--- src/rtl/prim_pad_bank_pkg.sv ---
// Shared constants and types for the pad filter bank.
// Attribute layout: inv, od, pull enable/select, keeper, drive strength.
package prim_pad_bank_pkg;

  localparam int AttrInv    = 0;
  localparam int AttrOd     = 1;
  localparam int AttrPe     = 2;
  localparam int AttrPs     = 3;
  localparam int AttrKp     = 4;
  localparam int AttrDrvLsb = 7;

  typedef enum logic [1:0] {
    DrvLow  = 2'd0,
    DrvMed  = 2'd1,
    DrvHigh = 2'd2,
    DrvMax  = 2'd3
  } drv_e;

  localparam logic [9:0] DefaultWarlMask = 10'h19F;

endpackage

--- src/rtl/prim_pad_glitch_filter.sv ---
// One input channel: 2-flop sync, inversion, glitch filter and
// registered edge pulses on the filtered level.
module prim_pad_glitch_filter #(
  parameter int FilterCntW = 4
) (
  input  logic                  clk_i,
  input  logic                  rst_i,
  input  logic                  pad_in_i,
  input  logic                  inv_i,
  input  logic                  ie_i,
  input  logic [FilterCntW-1:0] thresh_i,
  output logic                  in_o,
  output logic                  rise_o,
  output logic                  fall_o
);

  logic [1:0]            sync_q;
  logic                  st_q;
  logic [FilterCntW-1:0] cnt_q;
  logic                  s;
  logic [FilterCntW:0]   cnt_inc;

  assign s       = sync_q[1] ^ inv_i;
  assign cnt_inc = {1'b0, cnt_q} + (FilterCntW+1)'(1);
  assign in_o    = st_q;

  always_ff @(posedge clk_i or posedge rst_i) begin
    if (rst_i) begin
      sync_q <= '0;
      st_q   <= 1'b0;
      cnt_q  <= '0;
      rise_o <= 1'b0;
      fall_o <= 1'b0;
    end else begin
      sync_q <= {sync_q[0], pad_in_i};
      rise_o <= 1'b0;
      fall_o <= 1'b0;
      if (!ie_i) begin
        st_q  <= 1'b0;
        cnt_q <= '0;
      end else if (thresh_i == '0) begin
        st_q   <= s;
        cnt_q  <= '0;
        rise_o <= s & ~st_q;
        fall_o <= ~s & st_q;
      end else if (s == st_q) begin
        cnt_q <= '0;
      end else if (cnt_inc >= {1'b0, thresh_i}) begin
        // pulse registered on the same edge the stable level flips
        st_q   <= s;
        cnt_q  <= '0;
        rise_o <= s;
        fall_o <= ~s;
      end else if (cnt_q != '1) begin
        cnt_q <= cnt_q + FilterCntW'(1);
      end
    end
  end

endmodule

--- src/rtl/prim_pad_filter_bank.sv ---
// Multi-pad wrapper: WARL attribute registers, registered output
// path with inversion / virtual open-drain, filtered input path.
module prim_pad_filter_bank
  import prim_pad_bank_pkg::*;
#(
  parameter int                NumPads    = 8,
  parameter int                AttrDw     = 10,
  parameter int                FilterCntW = 4,
  parameter logic [AttrDw-1:0] WarlMask   = AttrDw'(DefaultWarlMask)
) (
  input  logic                      clk_i,
  input  logic                      rst_i,
  input  logic [NumPads-1:0]        attr_we_i,
  input  logic [AttrDw-1:0]         attr_wdata_i,
  output logic [NumPads*AttrDw-1:0] attr_o,
  output logic [AttrDw-1:0]         warl_o,
  input  logic [NumPads-1:0]        out_i,
  input  logic [NumPads-1:0]        oe_i,
  input  logic [NumPads-1:0]        ie_i,
  input  logic [FilterCntW-1:0]     filt_thresh_i,
  output logic [NumPads-1:0]        pad_out_o,
  output logic [NumPads-1:0]        pad_oe_o,
  input  logic [NumPads-1:0]        pad_in_i,
  output logic [NumPads-1:0]        in_o,
  output logic [NumPads-1:0]        rise_o,
  output logic [NumPads-1:0]        fall_o
);

  logic [AttrDw-1:0]  attr_q [NumPads];
  logic [NumPads-1:0] inv;
  logic [NumPads-1:0] od;
  logic [NumPads-1:0] o;

  assign warl_o = WarlMask;

  always_ff @(posedge clk_i or posedge rst_i) begin
    if (rst_i) begin
      for (int k = 0; k < NumPads; k++) attr_q[k] <= '0;
    end else begin
      for (int k = 0; k < NumPads; k++) begin
        if (attr_we_i[k]) attr_q[k] <= attr_wdata_i & WarlMask;
      end
    end
  end

  for (genvar k = 0; k < NumPads; k++) begin : g_pad
    assign attr_o[k*AttrDw +: AttrDw] = attr_q[k];
    assign inv[k] = attr_q[k][AttrInv];
    assign od[k]  = attr_q[k][AttrOd];

    prim_pad_glitch_filter #(
      .FilterCntW(FilterCntW)
    ) u_filt (
      .clk_i   (clk_i),
      .rst_i   (rst_i),
      .pad_in_i(pad_in_i[k]),
      .inv_i   (inv[k]),
      .ie_i    (ie_i[k]),
      .thresh_i(filt_thresh_i),
      .in_o    (in_o[k]),
      .rise_o  (rise_o[k]),
      .fall_o  (fall_o[k])
    );
  end

  assign o = out_i ^ inv;

  // open-drain pads only ever drive a 0
  always_ff @(posedge clk_i or posedge rst_i) begin
    if (rst_i) begin
      pad_out_o <= '0;
      pad_oe_o  <= '0;
    end else begin
      pad_out_o <= o;
      pad_oe_o  <= oe_i & (~od | ~o);
    end
  end

endmodule

--- config.mk ---
export PLATFORM = sky130hd
export DESIGN_NAME = prim_pad_filter_bank
export DESIGN_NICKNAME = d
export VERILOG_FILES = /design/src/rtl/prim_pad_bank_pkg.sv /design/src/rtl/prim_pad_glitch_filter.sv /design/src/rtl/prim_pad_filter_bank.sv
export SDC_FILE = /design/constraint.sdc
export NUM_CORES = 1
export LEC_CHECK = 0
export ABC_AREA = 1
export BUFFER_PORTS_ARGS = -buffer_cell sky130_fd_sc_hd__buf_2
export CORE_MARGIN = 1.5
export CORE_UTILIZATION = 42
export DETAILED_ROUTE_END_ITERATION = 8
export PLACE_DENSITY_LB_ADDON = 0.3
export SLEW_MARGIN = 30
export SYNTH_ARGS = -nofsm -noshare
export SYNTH_HDL_FRONTEND = slang
export SYNTH_SLANG_ARGS = --single-unit
--- constraint.sdc ---
create_clock -name clk_i -period 7.9 [get_ports clk_i]
set_input_delay 0.79 -clock clk_i [delete_from_list [all_inputs] [get_ports clk_i]]
set_output_delay 0.79 -clock clk_i [all_outputs]
set_load 0.01 [all_outputs]
==> results.sh, run 1 <==
export IMPL_status="complete, no violations"
export IMPL_ctsHoldBuffers=0
export IMPL_clkPwrFrac_pct=38.6
export IMPL_drt_iter0_markers=201
export IMPL_path_cells="buf_2 -> inv_1 -> ha_1 -> a21o_1 -> a21oi_1 -> nand2_1 -> nand2_1 -> nand2_1 -> nand2_1 -> o21ai_1"
export IMPL_max_slew_margin_pct=58.5
export IMPL_finClkSkew_ns=0.0110
export IMPL_wl_per_cell_microns=13.7
export IMPL_routed_via_density=4.61
export IMPL_max_clock_path_buffers=2
export IMPL_drc=0
export IMPL_initial_core_util_pct=42.8
export IMPL_ant_nets=0
export IMPL_drive_gt1_share_pct=31.2
export IMPL_crit_required_ns=8.20
export IMPL_die_y_microns=138
export IMPL_worstMarginPinSlew_ns=0.622
export IMPL_syn_instance_count=757
export IMPL_wl_mm=15.4
export IMPL_die_area_sq_mm=0.0191
export IMPL_fillers=1688
export IMPL_synth_most_common_cell="dfrtp_1"
export IMPL_max_stage_delay_ns=0.32
export IMPL_die_x_microns=138
export IMPL_drv_cap=0
export IMPL_placed_cell_area_sq_mm=0.00831
export IMPL_cts_tree="yes"
export IMPL_gp_congestion=0.786
export IMPL_fin_nets=993
export IMPL_worstSetupStartpointType="input port"
export IMPL_cp_common_cell="nand2_1"
export IMPL_grt_pass1_vias=5107
export IMPL_ys_ff_latch=144
export IMPL_yosys_warnings=0
export IMPL_synth_area_sq_mm=0.00769
export IMPL_r2r_end="g_pad[0].u_filt.in_o"
export IMPL_async_reset_ff_share_pct=100
export IMPL_ys_seq_area_share_pct=46.9
export IMPL_synth_common_cells="dfrtp_1, inv_1, nand2_1"
export IMPL_yosysTopAreaCell="dfrtp_1"
export IMPL_insertion_delay_ns=0.42
export IMPL_ff2ff_path_depth=10
export IMPL_port_buffers=148
export IMPL_power_internal_w=0.00152
export IMPL_hold_path_depth=0
export IMPL_stdcell_area_sq_mm=0.00893
export IMPL_place_hpwl_mm=11.2
export IMPL_synth_main_ff_cell="dfrtp_1"
export IMPL_clock_fmax_mhz=508
export IMPL_syn_area_per_cell_sq_um=10.2
export IMPL_fin_crit_sh_pct=24.9
export IMPL_drtPass1Iterations=4
export IMPL_std_cell_rows=49
export IMPL_p_seq_share_pct=39.9
export IMPL_period_needed_ns=1.97
export IMPL_peakVddDrop_v=0.000147
export IMPL_cts_resized=0
export IMPL_htree_levels=4
export IMPL_synth_edf_count=0
export IMPL_p_leak_nw=4.79
export IMPL_numCtsBuffers=17
export IMPL_switching_share_pct=29.9
export IMPL_worstSetupPathType="input port to register"
export IMPL_hold_viol_final=0
export IMPL_ios=186
export IMPL_final_max_slew_viol_count=0
export IMPL_synth_top_area_share_pct=46.9
export IMPL_track_usage_pct=16.9
export IMPL_path_max_fanout=8
export IMPL_power_share_combinational_pct=21.5
export IMPL_grt_pass1_wl_mm=25.8
export IMPL_hold_path_end="g_pad[1].u_filt.sync_q[1]"
export IMPL_power_density_mw_per_mm2=243
export IMPL_post_cts_buffers=0
export IMPL_synth_area_leaders="dfrtp_1, ha_1, mux2_2"
export IMPL_critPathArrivalTime_ns=2.27
export IMPL_hold_class="register to register"
export IMPL_setup_viol=0
export IMPL_grt_max_degree=71
export IMPL_grt_overflow=0
export IMPL_vias=5183
export IMPL_finalSetupTns_ns=0
export IMPL_finalPower_w=0.00217
export IMPL_critPathSlowestCell="ha_1"
export IMPL_ys_types=25
export IMPL_min_from="g_pad[1].u_filt.sync_q[0]"
export IMPL_reg2reg_slack_ns=5.93
export IMPL_clk_pin_slew_ns=0.06
export IMPL_switchingPower_w=0.000650
export IMPL_cts_root_buf="clkbuf_16"
export IMPL_grt_setup_unrepaired="false"
export IMPL_syn_to_final_growth_pct=16.1
export IMPL_antenna_found_initial=0
export IMPL_design_core_area_sq_mm=0.0180
export IMPL_rr_startpoint="g_pad[0].u_filt.cnt_q[0]"
export IMPL_end_kind="register"
export IMPL_cts_sinks=144
## stage by stage
step | utilization, % | cells | worst slack [ns] | hold WS [ns]
after CTS | 49.7 | 1123 | 5.94 | 0.349
final | 49.7 | 1125 | 5.93 | 0.347
after detailed placement | 46.2 | 1091 | 5.51 | 0.335
after floorplan | - | 789 | 3.24 | 0.331
after global placement | 46.1 | 1090 | 5.48 | 0.333
after global routing | 49.7 | 1123 | 5.76 | 0.351
## cell type report
type	count	area [sq um]	area share, %
inverter	111	422	4.72
multi-input combinational	457	3230	36.1
clock inverter	11	155	1.74
tap	229	287	3.21
timing repair buffer	150	768	8.61
antenna	2	5.00	0.0561
clock buffer	21	460	5.16
sequential	144	3600	40.4
## registers in the layout (all words and copies together), names as in the netlist
| name | flops |
|---|---|
| g_pad.u_filt.cnt_q | 32 |
| g_pad.u_filt.rise_o | 8 |
| attr_o | 56 |
| g_pad.u_filt.fall_o | 8 |
| g_pad.u_filt.in_o | 8 |
| g_pad.u_filt.sync_q | 16 |
| pad_out_o | 8 |
| pad_oe_o | 8 |
## layer usage
layer  GRT usage, %  wire length, microns  vias to the layer above
met5              0                     0                        -
met4           5.43                   172                        0
met3           5.26                  1050                       15
met2           27.5                  7230                      139
met1           21.5                  6970                     2435
li1               -                     -                     2594
## critical path: cells and delay by family
kind,cells,cell delay [ns]
buffers and inverters,2,0.43
AOI/OAI and AO/OA,3,0.39
and+or+nand+nor,4,0.34
adders and majority gates,1,0.32
## power groups by stage
stage	Sequential [W]	Combinational (W)	Clock, W
floorplan	0.000888	0.000352	0
global placement	0.000878	0.000462	0
detailed placement	0.000881	0.000472	0
CTS	0.000868	0.000475	0.000859
global route	0.000879	0.000533	0.000890
finish	0.000868	0.000467	0.000838
## worst max-delay path by stage
stage                     depth (start not counted)                endpoint                startpoint  slack (ns)
after floorplan                                   1               attr_o[0]                     rst_i        3.24
final                                            10    g_pad[0].u_filt.in_o          filt_thresh_i[2]        5.93
after CTS                                        10    g_pad[0].u_filt.in_o  g_pad[0].u_filt.cnt_q[0]        5.94
after detailed placement                          5  g_pad[6].u_filt.rise_o          filt_thresh_i[0]        5.51
after global routing                             10    g_pad[0].u_filt.in_o  g_pad[0].u_filt.cnt_q[0]        5.76
after global placement                            3             pad_oe_o[7]                     rst_i        5.48
## cell usage in the layout (no fill, tap or decap), drive strengths merged
cell / count
clkinvlp: 1
clkbuf: 21
bufinv: 3
nor2: 50
nand3b: 7
conb: 34
inv: 112
nand3: 48
buf: 150
nand2: 107
a21oi: 26
diode: 2
dfrtp: 144
clkinv: 6
a21o: 1
ha: 56
xnor2: 13
mux2: 56
a31oi: 1
xor2: 19
nand4: 22
o21ai: 17
## kinds of logic (layout without fill, tap and decap cells)
logic type / count (synthesis) / after routing / share of synthesized area (%)
adders and majority gates: 56 / 56 / 9.12
buffers and inverters: 188 / 293 / 12.7
AOI/OAI and AO/OA: 45 / 45 / 4.20
other: 2 / 36 / 0.0977
muxes: 56 / 56 / 8.20
DFF: 144 / 144 / 46.9
and+or+nand+nor: 234 / 234 / 15.2
xor gates and xnor gates: 32 / 32 / 3.65
Power figures use the tool's default switching activity.
==> run 2, diff against run 1 <==
==> constraint.sdc (replaced) <==
create_clock -name clk_i -period 1.87 [get_ports clk_i]
set_input_delay 0.187 -clock clk_i [delete_from_list [all_inputs] [get_ports clk_i]]
set_output_delay 0.187 -clock clk_i [all_outputs]
set_load 0.01 [all_outputs]
==> results.sh, run 2 (synthesis results as in run 1) <==
export IMPL_routed_via_density=4.64
export IMPL_ios=186
export IMPL_crit_required_ns=2.22
export IMPL_clock_fmax_mhz=521
export IMPL_ff2ff_path_depth=10
export IMPL_end_kind="register"
export IMPL_fin_nets=1072
export IMPL_hold_class="input port to register"
export IMPL_cts_sinks=144
export IMPL_grt_overflow=0
export IMPL_stdcell_area_sq_mm=0.0101
export IMPL_final_max_slew_viol_count=0
export IMPL_gp_congestion=0.783
export IMPL_use_met3_pct=6.34
export IMPL_largest_register_ffs=56
export IMPL_finish_utilization_pct=56.1
export IMPL_die_x_microns=138
export IMPL_p_leak_nw=5.17
export IMPL_drv_cap=0
export IMPL_numCtsBuffers=17
export IMPL_status="finished with violations"
export IMPL_grt_busiest_layer="met2"
export IMPL_drive_gt1_share_pct=41.5
export IMPL_initial_core_util_pct=42.8
export IMPL_track_usage_pct=17.7
export IMPL_post_place_ws_ns=-0.0587
export IMPL_power_density_mw_per_mm2=970
export IMPL_rr_startpoint="g_pad[5].u_filt.cnt_q[0]"
export IMPL_worstSetupPathType="register to register"
export IMPL_fin_ws_ns=-0.0507
export IMPL_peakVddDrop_v=0.000763
export IMPL_place_inst=1118
export IMPL_grt_pass1_vias=5533
export IMPL_wl_per_cell_microns=14.2
export IMPL_r2r_end="g_pad[5].u_filt.rise_o"
export IMPL_path_max_fanout=3
export IMPL_diodes=0
export IMPL_design_core_area_sq_mm=0.0180
export IMPL_worstMarginPinSlew_ns=0.665
export IMPL_fin_cells=1202
export IMPL_grt_use_met1_pct=22.0
export IMPL_antenna_found_initial=0
export IMPL_period_needed_ns=1.92
export IMPL_critPathArrivalTime_ns=2.27
export IMPL_hold_viol_final=0
export IMPL_crit_start="g_pad[5].u_filt.cnt_q[0]"
export IMPL_placed_cell_area_sq_mm=0.00852
export IMPL_grt_pass1_wl_mm=26.9
export IMPL_setup_viol=10
export IMPL_finalPower_w=0.00977
export IMPL_drt_iter0_markers=164
export IMPL_htree_levels=4
export IMPL_port_buffers=148
export IMPL_vias=5572
export IMPL_std_cell_rows=49
export IMPL_drtPass1Iterations=4
export IMPL_syn_to_final_growth_pct=31.1
export IMPL_cts_tree="yes"
export IMPL_grtUsageMet2_pct=29.6
export IMPL_fin_crit_sh_pct=103
export IMPL_reg2reg_slack_ns=-0.05
export IMPL_grt_max_degree=80
export IMPL_mostFrequentLayoutCells="buf_2, dfrtp_1, inv_1, nand2_1, mux2_2"
export IMPL_finClkSkew_ns=0.0138
export IMPL_max_clock_path_buffers=2
export IMPL_worstSetupStartpointType="register"
export IMPL_place_hpwl_mm=11.6
export IMPL_die_area_sq_mm=0.0191
export IMPL_max_slew_margin_pct=55.6
export IMPL_clk_pin_slew_ns=0.06
export IMPL_violations="negative setup slack"
export IMPL_die_y_microns=138
export IMPL_final_common_cell="buf_2"
export IMPL_ant_nets=0
export IMPL_grt_setup_unrepaired="true"
export IMPL_wl_mm=17.1
export IMPL_drc=0
export IMPL_insertion_delay_ns=0.43
export IMPL_endpoint="g_pad[5].u_filt.rise_o"
export IMPL_cts_root_buf="clkbuf_16"
run 2: cell types whose count changed in the layout (fill, tap and decap cells not counted), moves of 6 or more:
cell           before  now
nor2_1             48   31
a21oi_1            14    7
dlygate4sd3_1       0   29
buf_4               1   48
nand2_2             0    6
xor2_1             19   10
ha_1               56   40
nand3_2             7   17
ha_4                0   13
nand2_1           106  100
nor2_2              0   16
nand3_1            41   31
a21oi_2            12   19
run 2: cell type report:
type / instances / area (sq um)
flip-flops and latches: 144 / 3610
clock buffers: 19 / 433
clock inverters: 13 / 199
multi-input cells: 457 / 3670
fillers: 1541 / 7890
inverters: 111 / 420
well taps: 229 / 287
repair buffers: 229 / 1450
run 2: per-stage QoR:
step,hold slack [ns],TNS (ns)
floorplan,0.218,-17.57
global placement,0.0929,0
detailed placement,0.0981,-0.185
CTS,0.00471,-0.00536
global route,0.0133,-3.41
finish,0.0212,-0.153
run 2: metal layers:
layer / up-vias / wire length [microns] / part of all wire [%]
met3: 14 / 1170 / 6.9
li1: 2746 / - / -
met2: 155 / 8370 / 49
met1: 2657 / 7320 / 43
met4: 0 / 197 / 1.2
met5: - / 0 / 0
run 2: worst min path at each step:
stage                start                   endpoint  slack, ns  cells past startpoint
5_1_grt            ie_i[1]     g_pad[1].u_filt.fall_o       0.01                      3
3_5_place_dp         rst_i               pad_out_o[7]        0.1                      2
6_report           ie_i[1]     g_pad[1].u_filt.rise_o       0.02                      3
2_1_floorplan  pad_in_i[0]  g_pad[0].u_filt.sync_q[0]       0.22                      0
4_1_cts            ie_i[7]     g_pad[7].u_filt.rise_o      0.005                      3
3_3_place_gp         rst_i               pad_out_o[7]       0.09                      2
run 2: worst max-delay path, cell delays in order, from the launching register on:
cell and delay [ns]:
dfrtp_1 0.43, ha_4 0.20, xor2_2 0.18, ha_1 0.32
nand2_1 0.06, inv_1 0.05, nand4_1 0.12, nand4_1 0.15
buf_4 0.14, nand3_2 0.07, a21oi_2 0.13
run 2: repair_timing:
action | CTS | global route
hold buffers | 29 | 0
setup endpoints to repair | 26 | 55
buffers inserted | 4 | 19
endpoints found under the hold margin | 174 | 0
pin swaps | 12 | 48
gates resized for setup | 13 | 74
run 2: power breakdown:
group / total, W / internal (W) / leakage [nW] / switching (W)
logic: 0.00242 / 0.00108 / 3.07 / 0.00133
clock network: 0.00368 / 0.00226 / 0.308 / 0.00142
registers: 0.00367 / 0.00344 / 1.79 / 0.000231
==> run 3, diff against run 2 <==
--- a/config.mk
+++ b/config.mk
@@ -10,7 +10,7 @@
 export CORE_MARGIN = 1.5
 export CORE_UTILIZATION = 42
 export DETAILED_ROUTE_END_ITERATION = 8
-export PLACE_DENSITY_LB_ADDON = 0.3
+export PLACE_DENSITY = 0.65
 export SLEW_MARGIN = 30
 export SYNTH_ARGS = -nofsm -noshare
 export SYNTH_HDL_FRONTEND = slang
==> results.sh, run 3 (synthesis results as in run 1) <==
export IMPL_hold_viol_final=0
export IMPL_drtPass1Iterations=4
export IMPL_place_hpwl_mm=12.0
export IMPL_hold_class="input port to register"
export IMPL_end_kind="register"
export IMPL_numCtsBuffers=17
export IMPL_ant_nets=0
export IMPL_stdcell_area_sq_mm=0.0100
export IMPL_power_density_mw_per_mm2=935
export IMPL_path_cells="ha_4 -> xor2_2 -> ha_1 -> nand2_1 -> inv_1 -> nand4_1 -> nand4_1 -> nand3b_4 -> nor2_1"
export IMPL_switching_share_pct=31.8
export IMPL_grt_overflow=0
export IMPL_syn_to_final_growth_pct=30.4
export IMPL_mostFrequentLayoutCells="buf_2, dfrtp_1, inv_1, nand2_1, mux2_2"
export IMPL_final_max_slew_viol_count=0
export IMPL_grt_max_degree=48
export IMPL_grt_busiest_layer="met2"
export IMPL_routed_via_density=4.63
export IMPL_vias=5579
export IMPL_cts_sinks=144
export IMPL_power_share_combinational_pct=25.5
export IMPL_grt_pass1_vias=5639
export IMPL_grtUsageMet2_pct=31.3
export IMPL_drive_gt1_share_pct=41.4
export IMPL_insertion_delay_ns=0.42
export IMPL_placed_cell_area_sq_mm=0.00854
export IMPL_setup_viol=8
export IMPL_std_cell_rows=49
export IMPL_design_core_area_sq_mm=0.0180
export IMPL_die_y_microns=138
export IMPL_multi_input_area_sq_mm=0.00366
export IMPL_post_place_ws_ns=-0.0514
export IMPL_fin_crit_sh_pct=102
export IMPL_peakVddDrop_v=0.000675
export IMPL_clk_pin_slew_ns=0.06
export IMPL_power_internal_w=0.00639
export IMPL_max_stage_delay_ns=0.42
export IMPL_critPathSlowestCell="dfrtp_1"
export IMPL_drt_iter0_markers=218
export IMPL_cts_tree="yes"
export IMPL_largest_register_ffs=56
export IMPL_fin_ws_ns=-0.0298
export IMPL_initial_core_util_pct=42.8
export IMPL_die_area_sq_mm=0.0191
export IMPL_grt_pass1_wl_mm=27.7
export IMPL_min_from="ie_i[5]"
export IMPL_worstSetupStartpointType="register"
export IMPL_worstSetupPathType="register to register"
export IMPL_crit_required_ns=2.21
export IMPL_track_usage_pct=18.0
export IMPL_clkPwrFrac_pct=35.3
export IMPL_grt_use_met1_pct=22.0
export IMPL_wl_mm=16.8
export IMPL_cp_common_cell="nand4_1"
export IMPL_path_buf_inv=1
export IMPL_p_seq_share_pct=39.2
export IMPL_crit_start="g_pad[1].u_filt.cnt_q[0]"
export IMPL_drc=0
export IMPL_wl_per_cell_microns=13.9
export IMPL_use_met3_pct=5.16
export IMPL_finClkSkew_ns=0.0114
export IMPL_fillers=1557
export IMPL_seq_area_sq_mm=0.00361
export IMPL_htree_levels=4
export IMPL_violations="negative setup slack"
export IMPL_diodes=0
export IMPL_max_clock_path_buffers=2
export IMPL_cp_top_family="simple AND/OR/NAND/NOR gates"
export IMPL_fin_nets=1076
export IMPL_port_buffers=148
export IMPL_switchingPower_w=0.00298
export IMPL_period_needed_ns=1.90
export IMPL_max_slew_margin_pct=62.0
export IMPL_die_x_microns=138
export IMPL_gp_congestion=0.775
export IMPL_cts_root_buf="clkbuf_16"
export IMPL_status="finished with violations"
export IMPL_reg2reg_slack_ns=-0.03
export IMPL_ios=186
export IMPL_path_max_fanout=4
export IMPL_clock_fmax_mhz=526
export IMPL_rr_startpoint="g_pad[1].u_filt.cnt_q[0]"
export IMPL_p_leak_nw=5.17
export IMPL_drv_cap=0
export IMPL_antenna_found_initial=0
export IMPL_final_common_cell="buf_2"
export IMPL_critPathArrivalTime_ns=2.24
export IMPL_grt_setup_unrepaired="true"
export IMPL_worstMarginPinSlew_ns=0.570
==> run 3: cell types whose count changed in the layout (fill, tap and decap cells not counted), moves of 3 or more <==
cell,delta
buf_4,+5
bufinv_16,-3
nand2_1,+5
nand2_2,-5
==> run 3: worst register-to-register path: cells and delay by family, from the launching register on <==
family        cells  cell delay (ns)
xor+xnor          1             0.17
fa+ha+maj         2             0.51
buf+inv           1             0.04
flops             1             0.42
simple gates      5             0.68
==> run 3: power by group through the flow <==
stage | Sequential (W) | Clock (W) | Combinational [W]
CTS | 0.00365 | 0.00339 | 0.00223
detailed placement | 0.00370 | 0 | 0.00215
global placement | 0.00369 | 0 | 0.00211
finish | 0.00368 | 0.00330 | 0.00239
floorplan | 0.00375 | 0 | 0.00149
global route | 0.00372 | 0.00351 | 0.00268
==> run 3: final timing paths <==
| check | end | cells after the start |
|---|---|---|
| min in group asynchronous | pad_oe_o[7] | 3 |
| max | g_pad[1].u_filt.cnt_q[2] | 9 |
| max reg2reg | g_pad[1].u_filt.cnt_q[2] | 9 |
| max in group asynchronous | g_pad[0].u_filt.fall_o | 4 |
| min | g_pad[5].u_filt.rise_o | 3 |
| min reg2reg | g_pad[1].u_filt.sync_q[1] | 0 |
==> run 3: timing repair <==
item                       CTS  global route
gates resized for setup      9            71
gates cloned                 0             0
pin swaps                   20            51
setup endpoints to repair   19            50
hold endpoints to repair    45             0
hold buffers                28             0
setup buffers                6            19
==> run 3: final cells by class <==
class,count,area share (%)
multi-input combinational,457,36.5
tap,229,2.86
inverter,111,4.19
timing repair buffer,233,14.8
sequential,144,36.0
clock buffer,17,4.24
clock inverter,15,1.49
==> run 3: per-stage QoR <==
step / setup TNS [ns] / hold WS (ns) / total power (W) / utilization [%] / std cells
finish: -0.107 / 0.0211 / 0.00937 / 55.8 / 1206
global route: -2.42 / 0.0128 / 0.00992 / 55.8 / 1206
floorplan: -17.57 / 0.218 / 0.00524 / - / 789
CTS: -0.0144 / 0.00251 / 0.00928 / 52.7 / 1187
detailed placement: -0.100 / 0.238 / 0.00585 / 47.6 / 1121
global placement: 0 / 0.241 / 0.00580 / 47.6 / 1121
==> run 3: per-layer routing <==
| metal | share of wire [%] | vias to the layer above | routed length, microns |
|---|---|---|---|
| met4 | 0.66 | 0 | 110 |
| met3 | 6.5 | 8 | 1090 |
| met5 | 0 | - | 0 |
| li1 | - | 2749 | - |
| met2 | 50 | 148 | 8420 |
| met1 | 43 | 2674 | 7170 |
